--- config.mk ---
export PLATFORM = sky130hd
export DESIGN_NAME = pkt_buffer_reader_flat
export DESIGN_NICKNAME = d
export VERILOG_FILES = /design/src/rtl/pkt_buffer_reader_if.sv /design/src/rtl/pkt_buffer_reader.sv /design/src/flat_wrapper.sv
export SDC_FILE = /design/constraint.sdc
export NUM_CORES = 1
export LEC_CHECK = 0
export CAP_MARGIN = 10
export CORE_ASPECT_RATIO = 0.6
export CORE_MARGIN = 8
export CORE_UTILIZATION = 53
export DETAILED_ROUTE_END_ITERATION = 12
export PLACE_DENSITY_LB_ADDON = 0.3
export SLEW_MARGIN = 15
export SYNTH_ARGS = -nofsm -noshare
export SYNTH_HDL_FRONTEND = slang
export SYNTH_SLANG_ARGS = --single-unit
--- constraint.sdc ---
create_clock -name clk -period 4 [get_ports clk]
set_input_delay 0.8 -clock clk [delete_from_list [all_inputs] [get_ports clk]]
set_output_delay 0.8 -clock clk [all_outputs]
set_load 0.02 [all_outputs]
--- src/rtl/pkt_buffer_reader_if.sv ---
// Bundle of descriptor, buffer-port and output-stream signals for pkt_buffer_reader.
// The master modport is the reader side; slave is the scheduler/buffer/sink side.
interface pkt_buffer_reader_if #(
    parameter int unsigned MEM_SIZE   = 1024,
    parameter int unsigned DATA_WIDTH = 16,
    parameter int unsigned LEN_WIDTH  = 8
);
    localparam int unsigned AW = $clog2(MEM_SIZE);

    logic                  req_valid;
    logic                  req_ready;
    logic [AW-1:0]         req_addr;
    logic [LEN_WIDTH-1:0]  req_len;

    logic [AW-1:0]         mem_addr;
    logic                  mem_we;
    logic [DATA_WIDTH-1:0] mem_d;
    logic [DATA_WIDTH-1:0] mem_q;

    logic                  out_valid;
    logic                  out_ready;
    logic [DATA_WIDTH-1:0] out_data;
    logic                  out_last;
    logic                  done;

    modport master (
        input  req_valid, req_addr, req_len, mem_q, out_ready,
        output req_ready, mem_addr, mem_we, mem_d, out_valid, out_data, out_last, done
    );

    modport slave (
        output req_valid, req_addr, req_len, mem_q, out_ready,
        input  req_ready, mem_addr, mem_we, mem_d, out_valid, out_data, out_last, done
    );
endinterface

--- src/rtl/pkt_buffer_reader.sv ---
// Read-side client of the shared packet buffer: turns a (addr, len) descriptor into a
// valid/ready word stream, hiding the buffer's 1-cycle read latency behind a 2-entry FIFO.
module pkt_buffer_reader #(
    parameter int unsigned MEM_SIZE   = 1024,
    parameter int unsigned DATA_WIDTH = 16,
    parameter int unsigned LEN_WIDTH  = 8
) (
    input  logic                clk,
    input  logic                reset,
    pkt_buffer_reader_if.master bus
);
    localparam int unsigned AW = $clog2(MEM_SIZE);

    typedef enum logic [1:0] {
        IDLE  = 2'd0,
        READ  = 2'd1,
        DRAIN = 2'd2
    } state_e;

    state_e                state_q, state_d;
    logic [AW-1:0]         mem_addr_q, mem_addr_d;
    logic [LEN_WIDTH-1:0]  remaining_q, remaining_d;
    logic                  inflight_q, inflight_d;
    logic                  inflight_last_q, inflight_last_d;
    logic [1:0]            count_q, count_d;
    logic [DATA_WIDTH-1:0] head_data_q, head_data_d;
    logic [DATA_WIDTH-1:0] tail_data_q, tail_data_d;
    logic                  head_last_q, head_last_d;
    logic                  tail_last_q, tail_last_d;
    logic                  out_valid_q, out_valid_d;
    logic                  out_last_q, out_last_d;
    logic                  req_ready_q, req_ready_d;
    logic                  done_q, done_d;

    logic                  pop;
    logic                  push;
    logic                  accept;
    logic                  issue;
    logic [2:0]            occupancy;

    always_ff @(posedge clk) begin
        if (reset) begin
            state_q         <= IDLE;
            mem_addr_q      <= '0;
            remaining_q     <= '0;
            inflight_q      <= 1'b0;
            inflight_last_q <= 1'b0;
            count_q         <= '0;
            head_data_q     <= '0;
            tail_data_q     <= '0;
            head_last_q     <= 1'b0;
            tail_last_q     <= 1'b0;
            out_valid_q     <= 1'b0;
            out_last_q      <= 1'b0;
            req_ready_q     <= 1'b1;
            done_q          <= 1'b0;
        end else begin
            state_q         <= state_d;
            mem_addr_q      <= mem_addr_d;
            remaining_q     <= remaining_d;
            inflight_q      <= inflight_d;
            inflight_last_q <= inflight_last_d;
            count_q         <= count_d;
            head_data_q     <= head_data_d;
            tail_data_q     <= tail_data_d;
            head_last_q     <= head_last_d;
            tail_last_q     <= tail_last_d;
            out_valid_q     <= out_valid_d;
            out_last_q      <= out_last_d;
            req_ready_q     <= req_ready_d;
            done_q          <= done_d;
        end
    end

    always_comb begin
        state_d         = state_q;
        mem_addr_d      = mem_addr_q;
        remaining_d     = remaining_q;
        count_d         = count_q;
        head_data_d     = head_data_q;
        tail_data_d     = tail_data_q;
        head_last_d     = head_last_q;
        tail_last_d     = tail_last_q;
        done_d          = 1'b0;

        pop    = out_valid_q && bus.out_ready;
        push   = inflight_q;
        accept = (state_q == IDLE) && bus.req_valid && req_ready_q;

        // Credit check: words held plus word in flight, less the one leaving, must fit.
        occupancy = 3'(count_q) + 3'(inflight_q);
        issue     = (state_q == READ) && (occupancy < (3'd2 + 3'(pop)));

        unique case (state_q)
            IDLE: begin
                if (accept) begin
                    if (bus.req_len != '0) begin
                        mem_addr_d  = bus.req_addr;
                        remaining_d = bus.req_len;
                        state_d     = READ;
                    end else begin
                        done_d = 1'b1;
                    end
                end
            end
            READ: begin
                if (issue) begin
                    remaining_d = remaining_q - LEN_WIDTH'(1);
                    // Address stays on the final word once the last read has issued.
                    if (remaining_q == LEN_WIDTH'(1)) begin
                        state_d = DRAIN;
                    end else if (mem_addr_q == AW'(MEM_SIZE - 1)) begin
                        mem_addr_d = '0;
                    end else begin
                        mem_addr_d = mem_addr_q + AW'(1);
                    end
                end
            end
            DRAIN: begin
                if (pop && head_last_q) begin
                    state_d = IDLE;
                    done_d  = 1'b1;
                end
            end
            default: state_d = IDLE;
        endcase

        inflight_d      = issue;
        inflight_last_d = issue && (remaining_q == LEN_WIDTH'(1));

        // Two-entry shift FIFO: head feeds the output directly, tail only fills when head is held.
        count_d = count_q + 2'(push) - 2'(pop);
        if (pop) begin
            if (count_q == 2'd2) begin
                head_data_d = tail_data_q;
                head_last_d = tail_last_q;
                if (push) begin
                    tail_data_d = bus.mem_q;
                    tail_last_d = inflight_last_q;
                end
            end else if (push) begin
                head_data_d = bus.mem_q;
                head_last_d = inflight_last_q;
            end
        end else if (push) begin
            if (count_q == 2'd0) begin
                head_data_d = bus.mem_q;
                head_last_d = inflight_last_q;
            end else begin
                tail_data_d = bus.mem_q;
                tail_last_d = inflight_last_q;
            end
        end

        out_valid_d = (count_d != 2'd0);
        out_last_d  = (count_d != 2'd0) && head_last_d;
        req_ready_d = (state_d == IDLE);
    end

    assign bus.req_ready = req_ready_q;
    assign bus.mem_addr  = mem_addr_q;
    assign bus.mem_we    = 1'b0;
    assign bus.mem_d     = '0;
    assign bus.out_valid = out_valid_q;
    assign bus.out_data  = head_data_q;
    assign bus.out_last  = out_last_q;
    assign bus.done      = done_q;

endmodule

--- src/flat_wrapper.sv ---
// flat-port wrapper written by rule: the top's interface ports become plain ports
module pkt_buffer_reader_flat 
#(
    parameter int unsigned MEM_SIZE   = 1024,
    parameter int unsigned DATA_WIDTH = 16,
    parameter int unsigned LEN_WIDTH  = 8
)
  (clk, reset, bus_req_valid, bus_req_addr, bus_req_len, bus_mem_q, bus_out_ready, bus_req_ready, bus_mem_addr, bus_mem_we, bus_mem_d, bus_out_valid, bus_out_data, bus_out_last, bus_done);
  pkt_buffer_reader_if #(.MEM_SIZE(MEM_SIZE), .DATA_WIDTH(DATA_WIDTH), .LEN_WIDTH(LEN_WIDTH)) bus_i ();
  input  logic clk;
  input  logic reset;
  input wire logic [$bits(bus_i.req_valid)-1:0] bus_req_valid;
  input wire logic [$bits(bus_i.req_addr)-1:0] bus_req_addr;
  input wire logic [$bits(bus_i.req_len)-1:0] bus_req_len;
  input wire logic [$bits(bus_i.mem_q)-1:0] bus_mem_q;
  input wire logic [$bits(bus_i.out_ready)-1:0] bus_out_ready;
  output wire logic [$bits(bus_i.req_ready)-1:0] bus_req_ready;
  output wire logic [$bits(bus_i.mem_addr)-1:0] bus_mem_addr;
  output wire logic [$bits(bus_i.mem_we)-1:0] bus_mem_we;
  output wire logic [$bits(bus_i.mem_d)-1:0] bus_mem_d;
  output wire logic [$bits(bus_i.out_valid)-1:0] bus_out_valid;
  output wire logic [$bits(bus_i.out_data)-1:0] bus_out_data;
  output wire logic [$bits(bus_i.out_last)-1:0] bus_out_last;
  output wire logic [$bits(bus_i.done)-1:0] bus_done;
  assign bus_i.req_valid = bus_req_valid;
  assign bus_i.req_addr = bus_req_addr;
  assign bus_i.req_len = bus_req_len;
  assign bus_i.mem_q = bus_mem_q;
  assign bus_i.out_ready = bus_out_ready;
  assign bus_req_ready = bus_i.req_ready;
  assign bus_mem_addr = bus_i.mem_addr;
  assign bus_mem_we = bus_i.mem_we;
  assign bus_mem_d = bus_i.mem_d;
  assign bus_out_valid = bus_i.out_valid;
  assign bus_out_data = bus_i.out_data;
  assign bus_out_last = bus_i.out_last;
  assign bus_done = bus_i.done;
  pkt_buffer_reader #(.MEM_SIZE(MEM_SIZE), .DATA_WIDTH(DATA_WIDTH), .LEN_WIDTH(LEN_WIDTH)) u_core (.clk(clk), .reset(reset), .bus(bus_i));
endmodule
After elaboration in Yosys (flattened, before gate mapping). Index checks and enable logic that the tools add are counted.

Add/subtract/negate cells: 6. $lt $le $gt $ge: 1. Equal/unequal tests: 11. Mux-type cells: 39. Reduce and logical (&&, ||, !) cells: 20.

Operators by type and width (count): $mux W16 (9); $mux W10 (5); $mux W8 (3); $pmux W10 S2 (1); $pmux W8 S2 (1); $mux W1 (13); $add A10 B1 Y10 const B (1); $eq A10 B10 Y1 const B (1); $mux W2 (5); $reduce_bool A2 Y1 (5); $eq A8 B1 Y1 const B (1); $reduce_bool A8 Y1 (1); $sub A8 B1 Y8 const B (1); $logic_and A1 B1 Y1 (7); $logic_not A2 Y1 (3); $ne A2 B1 Y1 const B (3); $ne A2 B2 Y1 const B (3); $pmux W2 S3 (1); $reduce_and A3 Y1 (2); $reduce_and A5 Y1 (1); $eq A2 B2 Y1 const B (2); $reduce_and A4 Y1 (1); $add A2 B1 Y3 (1); $add A2 B1 Y3 const A (1); 5 further kinds (5).

Bits in registers: 62. Input bits: 38. Output and inout port bits: 47. Logic and storage cells: 91.

Depth between registers and ports, before layout. Gate-level depths: netlist (run 1).

Depth in word-level cells: 7. Mapped depth: 7. Mapped depth without buffers: 7.

Least setup slack after synthesis (run 1). OpenSTA, ideal clock, no wires.

Path type: input -> register. From: input bus_req_len[5]. To: register u_core.mem_addr_q[4] (netlist: u_core.bus.mem_addr[4]). Library setup time: 121 ps. Arrival: 2248 ps. Required time: 3879 ps. Setup slack: 1631 ps. Stages on the path: 5. Cells stage by stage: or4_4 -> o21a_1 -> buf_6 -> o22ai_4 -> mux2_4.

Cells in the longest elaborated chain, start to end: 3.

RTL lines: start, declared (RTL line flat_wrapper.sv:14) `input wire logic [$bits(bus_i.req_len)-1:0] bus_req_len;`; $reduce_bool A8 Y1 (RTL line pkt_buffer_reader.sv:97) `if (bus.req_len != '0) begin`; $ne A2 B2 Y1 (no line); $reduce_and A5 Y1 (no line); end signal, assigned (RTL line pkt_buffer_reader.sv:59) `mem_addr_q <= mem_addr_d;`; end, declared (RTL line pkt_buffer_reader.sv:21) `logic [AW-1:0] mem_addr_q, mem_addr_d;`.

Every way passes these cells. A chain may end at the register's enable or synchronous reset.

Final worst setup path (run 1).
From: input bus_req_len[5]. To: register u_core.mem_addr_q[6] (netlist: u_core.bus.mem_addr[6]).

The elaborated chain is that of the path after synthesis.

==> results of run 1 <==
power by group through the flow:
stage / Combinational, mW / Clock [mW] / Sequential [mW]
global placement: 0.548 / 0 / 0.774
global route: 0.621 / 0.608 / 0.779
detailed placement: 0.564 / 0 / 0.778
finish: 0.574 / 0.569 / 0.768
floorplan: 0.364 / 0 / 0.792
CTS: 0.567 / 0.575 / 0.764
metal layers:
layer / global-route usage, % / routed length, um / part of all wire, % / vias to the layer above
met5: 0 / 0 / 0 / -
met4: 6.57 / 116 / 1.2 / 0
met3: 6.21 / 883 / 9.4 / 15
met2: 28.8 / 4020 / 43 / 151
met1: 26.6 / 4350 / 46 / 1527
li1: - / - / - / 1525
layout make-up:
cell class,count,area (um^2)
Tap cell,84,105
Sequential cell,62,1240
Clock buffer,9,124
Timing Repair Buffer,73,711
Inverter,11,41.3
Clock inverter,7,80.1
Fill cell,521,1930
Multi-Input combinational cell,289,1940
worst max-delay path: stages:
cell,delay (ns)
clkdlybuf4s50_1,0.43
or4_4,0.56
o21a_1,0.34
o22ai_4,0.41
mux2_4,0.33
worst max-delay path by stage:
stage / start / end / slack (ns) / cells after the start
global placement: bus_req_len[5] / u_core.bus.mem_addr[6] / 1.09 / 5
detailed placement: bus_req_len[5] / u_core.bus.mem_addr[6] / 1.03 / 5
CTS: bus_req_len[5] / u_core.bus.mem_addr[6] / 1.40 / 5
floorplan: bus_req_len[5] / u_core.bus.mem_addr[4] / 1.63 / 5
finish: bus_req_len[5] / u_core.bus.mem_addr[6] / 1.36 / 5
global route: bus_req_len[5] / u_core.bus.mem_addr[6] / 1.32 / 5
flip-flops by register name, summed over array words and instances, names as in the netlist:
name / flops
u_core.bus.out_valid: 1
u_core.inflight_q: 1
u_core.bus.out_last: 1
u_core.count_q: 2
u_core.tail_data_q: 16
u_core.remaining_q: 8
u_core.inflight_last_q: 1
u_core.state_q: 2
u_core.bus.req_ready: 1
u_core.head_last_q: 1
u_core.bus.mem_addr: 10
u_core.bus.out_data: 16
u_core.bus.done: 1
u_core.tail_last_q: 1
cell usage in the layout (no fill, tap or decap), types with 5 or more instances in the layout:
cell / netlist / layout
clkdlybuf4s50_1: 0 / 66
dfxtp_1: 62 / 62
mux2i_1: 36 / 36
a21oi_1: 29 / 29
o21ai_0: 27 / 27
nor2_1: 26 / 26
nand2_1: 20 / 20
or3_1: 18 / 18
conb_1: 1 / 17
inv_1: 11 / 11
nand3_1: 11 / 11
clkbuf_8: 0 / 9
nor3_1: 8 / 8
ha_1: 8 / 8
a221oi_1: 7 / 7
buf_4: 18 / 6
nand4_1: 5 / 5
cell families after synthesis:
family | count (synthesis) | synth area share [%]
AO/OA/AOI/OAI | 105 | 20.7
XOR/XNOR | 4 | 1.03
buffers and inverters | 55 | 8.67
flip-flops | 62 | 36.4
other | 1 | 0.110
AND/OR/NAND/NOR | 117 | 18.7
adder cells (fa/ha/maj) | 8 | 2.94
multiplexers | 38 | 11.5
==> flow_metrics.tcl, run 1 <==
set metrics [dict create \
    status "finished, final reports clean" \
    utilization_pct 68.8 \
    ctsHoldBuffers 0 \
    pre_cts_ws_ns 1.03 \
    reg2reg_depth 5 \
    power_mw 1.91 \
    required_ns 4.24 \
    synth_cells 390 \
    post_dp_cell_area_mm2 0.00403 \
    critPathCaptureType "flop" \
    synth_enable_flop_cells 0 \
    drv_slew 0 \
    ys_top_cells_by_count "dfxtp_1, mux2i_1, a21oi_1" \
    drt_pass1_iterations 4 \
    num_antenna_cells 0 \
    overflow 0 \
    fmax_mhz 379 \
    setup_tns_ns 0 \
    die_area_mm2 0.00933 \
    avgSynthCellArea_um2 8.74 \
    fin_cells 535 \
    critPathKind "input pin to flop" \
    layout-drive-gt1-share_pct 8.20 \
    wirelength_mm 9.37 \
    synthArstFlopShare_pct 0 \
    pwr-share-clk_pct 29.8 \
    worstHoldStart "u_core.bus.out_data[13]" \
    p_sw_uw 690 \
    synthTopCellsByArea "dfxtp_1, mux2i_1, a21oi_1" \
    synth_most_common_cell "dfxtp_1" \
    cts_resized 0 \
    fin_skew_ns 0.0110 \
    cap_violations 0 \
    grt_pass1_wl_mm 14.9 \
    syn-cell-area_mm2 0.00341 \
    synth-main-ff-cell "dfxtp_1" \
    p_comb_share_pct 30.0 \
    antenna_found_initial 0 \
    p_int_mw 1.22 \
    gp_congestion 0.852 \
    htreeDepth 3 \
    hold_end "u_core.bus.out_data[13]" \
    cts_buffer_depth 2 \
    wl_per_cell_um 17.5 \
    fin_crit_sh_pct 65.9 \
    clk_pin_slew_ns 0.08 \
    vias 3218 \
    start_util_pct 55.3 \
    yosysUniqueCellTypes 58 \
    drc 0 \
    rsz0062_at_grt "false" \
    setup_viol 0 \
    dp.cells 519 \
    grt_pass1_vias 2902 \
    maxSlewHeadroom_pct 40.5 \
    ys_seq_elements 62 \
    ant_nets 0 \
    worst_hold_slack_ns 0.474 \
    worstHoldPathCells 2 \
    die_width_um 120 \
    clock-root-buffer "clkbuf_8" \
    vias_per_cell 6.01 \
    io_buffers 67 \
    synth_seq_area_share_pct 36.4 \
    grtUsageTotal_pct 19.6 \
    yosysWarnings 0 \
    ios 85 \
    cp-start-kind "input pin" \
    yosys.area.top_type "dfxtp_1" \
    p_leak_nw 1.73 \
    dp_hpwl_mm 6.72 \
    rows 22 \
    fin_nets 492 \
    holdCritPathClass "flop to flop" \
    regToRegStartpoint "u_core.count_q[0]" \
    sequentialPowerShare_pct 40.2 \
    critPathMaxFanout 9 \
    cts_tree "done" \
    clkLatencyLatePin_ns 0.35 \
    synth_top_area_share_pct 36.4 \
    irDropWorstVdd_mv 0.212 \
    grt_start_max_net_pins 33 \
    drt_iter0_drc 202 \
    swShare_pct 36.1 \
    coreArea_mm2 0.00617 \
    setup_slack_ns 1.36 \
    syn2layout_area_growth_pct 24.4 \
    cts_buffers 9 \
    die_height_um 78.1 \
    worst_pin_slew_ns 0.880 \
    final_area_mm2 0.00424 \
    final_hold_viol_count 0 \
    rr_endpoint "u_core.bus.mem_addr[6]" \
    layout_min_cycle_time_ns 2.64 \
    clock-sinks 62 \
    worstPathArrival_ns 2.88 \
    post_cts_buffers 0 \
    p_per_area_mw_per_mm2 451 \
    r2r_slack_ns 1.74 \
]
Power figures use the tool's default switching activity.
==> run 2, diff against run 1 <==
Settings changed: CORE_UTILIZATION 53 to 50.
Clock period 4 ns to 2.5 ns, I/O delays scaled along.
==> flow_metrics.tcl, run 2 (synthesized netlist as in run 1, its figures left out) <==
set metrics [dict create \
    htreeDepth 3 \
    reg2reg_depth 5 \
    holdCritPathClass "flop to flop" \
    fmax_mhz 463 \
    vias_per_cell 5.76 \
    regToRegStartpoint "u_core.remaining_q[0]" \
    setup_viol 0 \
    gp_congestion 0.892 \
    dp_hpwl_mm 6.85 \
    wirelength_mm 9.33 \
    rsz0062_at_grt "false" \
    cap_violations 0 \
    worstPathArrival_ns 2.40 \
    p_per_area_mw_per_mm2 767 \
    wl_per_cell_um 17.0 \
    die_height_um 79.9 \
    start_util_pct 51.3 \
    p_leak_nw 1.83 \
    coreArea_mm2 0.00665 \
    layout-drive-gt1-share_pct 9.76 \
    fin_nets 503 \
    setup_tns_ns 0 \
    critPathMaxFanout 5 \
    worst_pin_slew_ns 0.738 \
    syn2layout_area_growth_pct 29.8 \
    ant_nets 0 \
    io_buffers 67 \
    rr_endpoint "u_core.bus.mem_addr[9]" \
    die_width_um 123 \
    multi_input_area_mm2 0.00193 \
    vias 3159 \
    ios 85 \
    r2r_slack_ns 0.40 \
    worstHoldStart "u_core.bus.out_data[4]" \
    final_area_mm2 0.00442 \
    overflow 0 \
    status "finished, final reports clean" \
    grtUsageTotal_pct 19.2 \
    num_antenna_cells 0 \
    drt_iter0_drc 257 \
    final_common_cell "clkdlybuf4s50_1" \
    grt_pass1_wl_mm 15.2 \
    fin_skew_ns 0.00748 \
    dp.cells 533 \
    worstHoldPathCells 2 \
    drt_pass1_iterations 5 \
    antenna_found_initial 0 \
    final_hold_viol_count 0 \
    layout_min_cycle_time_ns 2.16 \
    clk_pin_slew_ns 0.05 \
    maxSlewHeadroom_pct 50.8 \
    clkLatencyLatePin_ns 0.31 \
    fin_cells 548 \
    grt_start_max_net_pins 48 \
    required_ns 2.74 \
    fin_crit_sh_pct 86.4 \
    final_cell_mix "clkdlybuf4s50_1, dfxtp_1, mux2i_1, a21oi_1, o21ai_0" \
    ctsHoldBuffers 0 \
    irDropWorstVdd_mv 0.448 \
    power_mw 3.39 \
    cts_resized 0 \
    post_dp_cell_area_mm2 0.00413 \
    critPathCaptureType "flop" \
    n_fill_cell 547 \
    post_cts_buffers 0 \
    hold_end "u_core.bus.out_data[4]" \
    rows 23 \
    drc 0 \
    cts_buffers 9 \
    critPathKind "input pin to flop" \
    cts_tree "done" \
    drv_slew 0 \
    grt_pass1_vias 3047 \
    cts_buffer_depth 2 \
    clock-sinks 62 \
    clock-root-buffer "clkbuf_16" \
    seqCellArea_mm2 0.00124 \
    die_area_mm2 0.00980 \
    cp-start-kind "input pin" \
]
[run 2: changes by cell type in the layout (fill, tap and decap cells not counted), sizes merged]
cell and delta:
clkbuf +2, clkinvlp -1, clkinv +1, buf +11, inv -3
[run 2: final cells by class]
type | count | area share (%)
Multi-Input combinational cell | 289 | 43.7
Sequential cell | 62 | 28.1
Timing Repair Buffer | 84 | 18.2
Clock buffer | 11 | 5.49
Tap cell | 87 | 2.46
Clock inverter | 4 | 1.08
Inverter | 11 | 0.934
[run 2: worst max-delay path by stage]
stage,from,end,depth (start not counted)
2_1_floorplan,bus_req_len[5],u_core.bus.mem_addr[4],5
3_3_place_gp,bus_req_len[5],u_core.bus.mem_addr[4],5
3_5_place_dp,bus_req_len[5],u_core.bus.mem_addr[1],6
4_1_cts,bus_req_len[5],u_core.bus.mem_addr[1],6
5_1_grt,bus_out_ready,u_core.bus.out_data[6],6
6_report,bus_req_len[5],u_core.bus.mem_addr[1],6
[run 2: per-stage QoR]
stage | setup slack (ns) | hold slack [ns] | utilization (%)
after floorplan | 0.431 | 0.454 | -
after global placement | 0.0863 | 0.458 | 62.1
after detailed placement | 0.0430 | 0.465 | 62.1
after CTS | 0.359 | 0.473 | 66.5
after global routing | 0.297 | 0.509 | 66.5
final | 0.340 | 0.474 | 66.5
[run 2: critical path, stage by stage]
cell             delay [ns]
clkdlybuf4s50_1        0.42
or4_4                  0.57
o21a_1                 0.25
o22ai_4                0.26
buf_4                  0.21
mux2i_1                0.19
[run 2: routing by layer]
layer / GRT usage [%] / vias up / part of all wire (%)
met5: 0 / - / 0
met4: 4.59 / 0 / 0.69
met3: 6.29 / 8 / 10
met2: 28.1 / 155 / 44
met1: 26.5 / 1458 / 45
li1: - / 1538 / -
[run 2: power by group]
| group | switching, mW | internal [mW] |
|---|---|---|
| clock network | 0.408 | 0.788 |
| logic | 0.532 | 0.434 |
| registers | 0.134 | 1.09 |
==> run 3, diff against run 2 <==
Settings changed: CORE_MARGIN 8 to default.
==> flow_metrics.tcl, run 3 (synthesized netlist as in run 1, its figures left out) <==
set metrics [dict create \
    irDropWorstVdd_mv 0.432 \
    rr_endpoint "u_core.bus.mem_addr[9]" \
    die_area_mm2 0.00716 \
    fin_skew_ns 0.00519 \
    drv_slew 0 \
    fmax_mhz 461 \
    r2r_slack_ns 0.38 \
    drt_iter0_drc 282 \
    grtUsageTotal_pct 26.1 \
    final_common_cell "clkdlybuf4s50_1" \
    worstHoldStart "u_core.bus.out_data[13]" \
    status "finished, final reports clean" \
    path_cells "clkdlybuf4s50_1, or4_4, o21a_1, o22ai_4, buf_4, mux2i_1" \
    ios 85 \
    num_antenna_cells 0 \
    clk_pin_slew_ns 0.05 \
    regToRegStartpoint "u_core.remaining_q[0]" \
    ant_nets 0 \
    power_mw 3.34 \
    rows 22 \
    grt_start_max_net_pins 57 \
    clock-root-buffer "clkbuf_16" \
    gp_congestion 0.860 \
    layout_min_cycle_time_ns 2.17 \
    clock-sinks 62 \
    dp.cells 532 \
    die_width_um 109 \
    die_height_um 65.9 \
    crit_path_top_delay_cell "or4_4" \
    p_per_area_mw_per_mm2 758 \
    vias_per_cell 5.87 \
    coreArea_mm2 0.00633 \
    critPathBufInv 2 \
    antenna_found_initial 0 \
    setup_viol 0 \
    fin_cells 548 \
    grt_pass1_vias 2900 \
    utilization_pct 69.7 \
    worstPathArrival_ns 2.41 \
    worst_pin_slew_ns 0.765 \
    worstHoldPathCells 2 \
    crit_family "buffers and inverters" \
    drc 0 \
    cts_tree "done" \
    required_ns 2.75 \
    setup.worst_path.start "bus_req_len[0]" \
    grt_pass1_wl_mm 14.3 \
    io_buffers 67 \
    final_hold_viol_count 0 \
    critPathMaxFanout 5 \
    reg2reg_depth 5 \
    fin_crit_sh_pct 86.7 \
    start_util_pct 53.8 \
    cts_buffers 9 \
    wirelength_mm 8.95 \
    critPathKind "input pin to flop" \
    htreeDepth 3 \
    cts_buffer_depth 2 \
    cap_violations 0 \
    syn2layout_area_growth_pct 29.6 \
    clkLatencyLatePin_ns 0.32 \
    worst_hold_slack_ns 0.474 \
    p_leak_nw 1.84 \
    layout-drive-gt1-share_pct 10.1 \
    ctsHoldBuffers 0 \
    fin_nets 505 \
    critPathCaptureType "flop" \
    final_cell_mix "clkdlybuf4s50_1, dfxtp_1, mux2i_1, a21oi_1, o21ai_0" \
    maxSlewHeadroom_pct 49.0 \
    drt_pass1_iterations 5 \
    overflow 0 \
    cp-start-kind "input pin" \
    cts_resized 0 \
    rsz0062_at_grt "false" \
    dp_hpwl_mm 6.45 \
    vias 3219 \
    holdCritPathClass "flop to flop" \
    post_cts_buffers 0 \
    wl_per_cell_um 16.3 \
    setup_tns_ns 0 \
    cp_slowest_stage_delay_ns 0.57 \
    hold_end "u_core.bus.out_data[13]" \
]
==> run 3: cell count changes in the layout (fill, tap and decap cells not counted), sizes merged <==
cell,previous run,this run
clkbuf,11,13
bufinv,1,0
buf,18,20
==> run 3: where the power goes <==
group	switching [mW]	leakage, nW	internal, mW
registers	0.139	0.504	1.09
logic	0.518	1.19	0.429
clock network	0.417	0.142	0.748
total	1.07	1.84	2.27
==> run 3: final cells by class <==
cell class	count	area, um^2
clock buffers	13	270
clock inverters	3	17.5
fillers	515	1920
inverters	11	41.3
multi-input cells	289	1930
flip-flops and latches	62	1240
well taps	84	105
repair buffers	86	808
==> run 3: routing by layer <==
metal / GRT usage, % / wire (um) / vias up
met4: 6.76 / 58 / 0
met1: 38.8 / 4370 / 1510
met3: 6.90 / 868 / 6
li1: - / - / 1542
met2: 36.7 / 3650 / 161
met5: 0 / 0 / -
==> run 3: worst reg2reg max path: cells and delay by family, from the launching register on <==
kind            cells  cell delay [ns]
compound gates      2             0.50
fa+ha+maj           1             0.18
simple gates        2             0.94
flops               1             0.39
==> run 3: stage by stage <==
stage,setup WS [ns],cell area [um^2]
after global routing,0.289,4410
after global placement,0.0921,4130
after detailed placement,0.0456,4130
after CTS,0.367,4410
after floorplan,0.431,3470
final,0.332,4410
==> run 3: worst max path at each step <==
stage                             endpoint  cells past startpoint
global route        u_core.bus.mem_addr[0]                      6
floorplan           u_core.bus.mem_addr[4]                      5
CTS                 u_core.bus.mem_addr[0]                      6
detailed placement  u_core.bus.mem_addr[1]                      6
finish              u_core.bus.mem_addr[0]                      6
global placement    u_core.bus.mem_addr[6]                      5
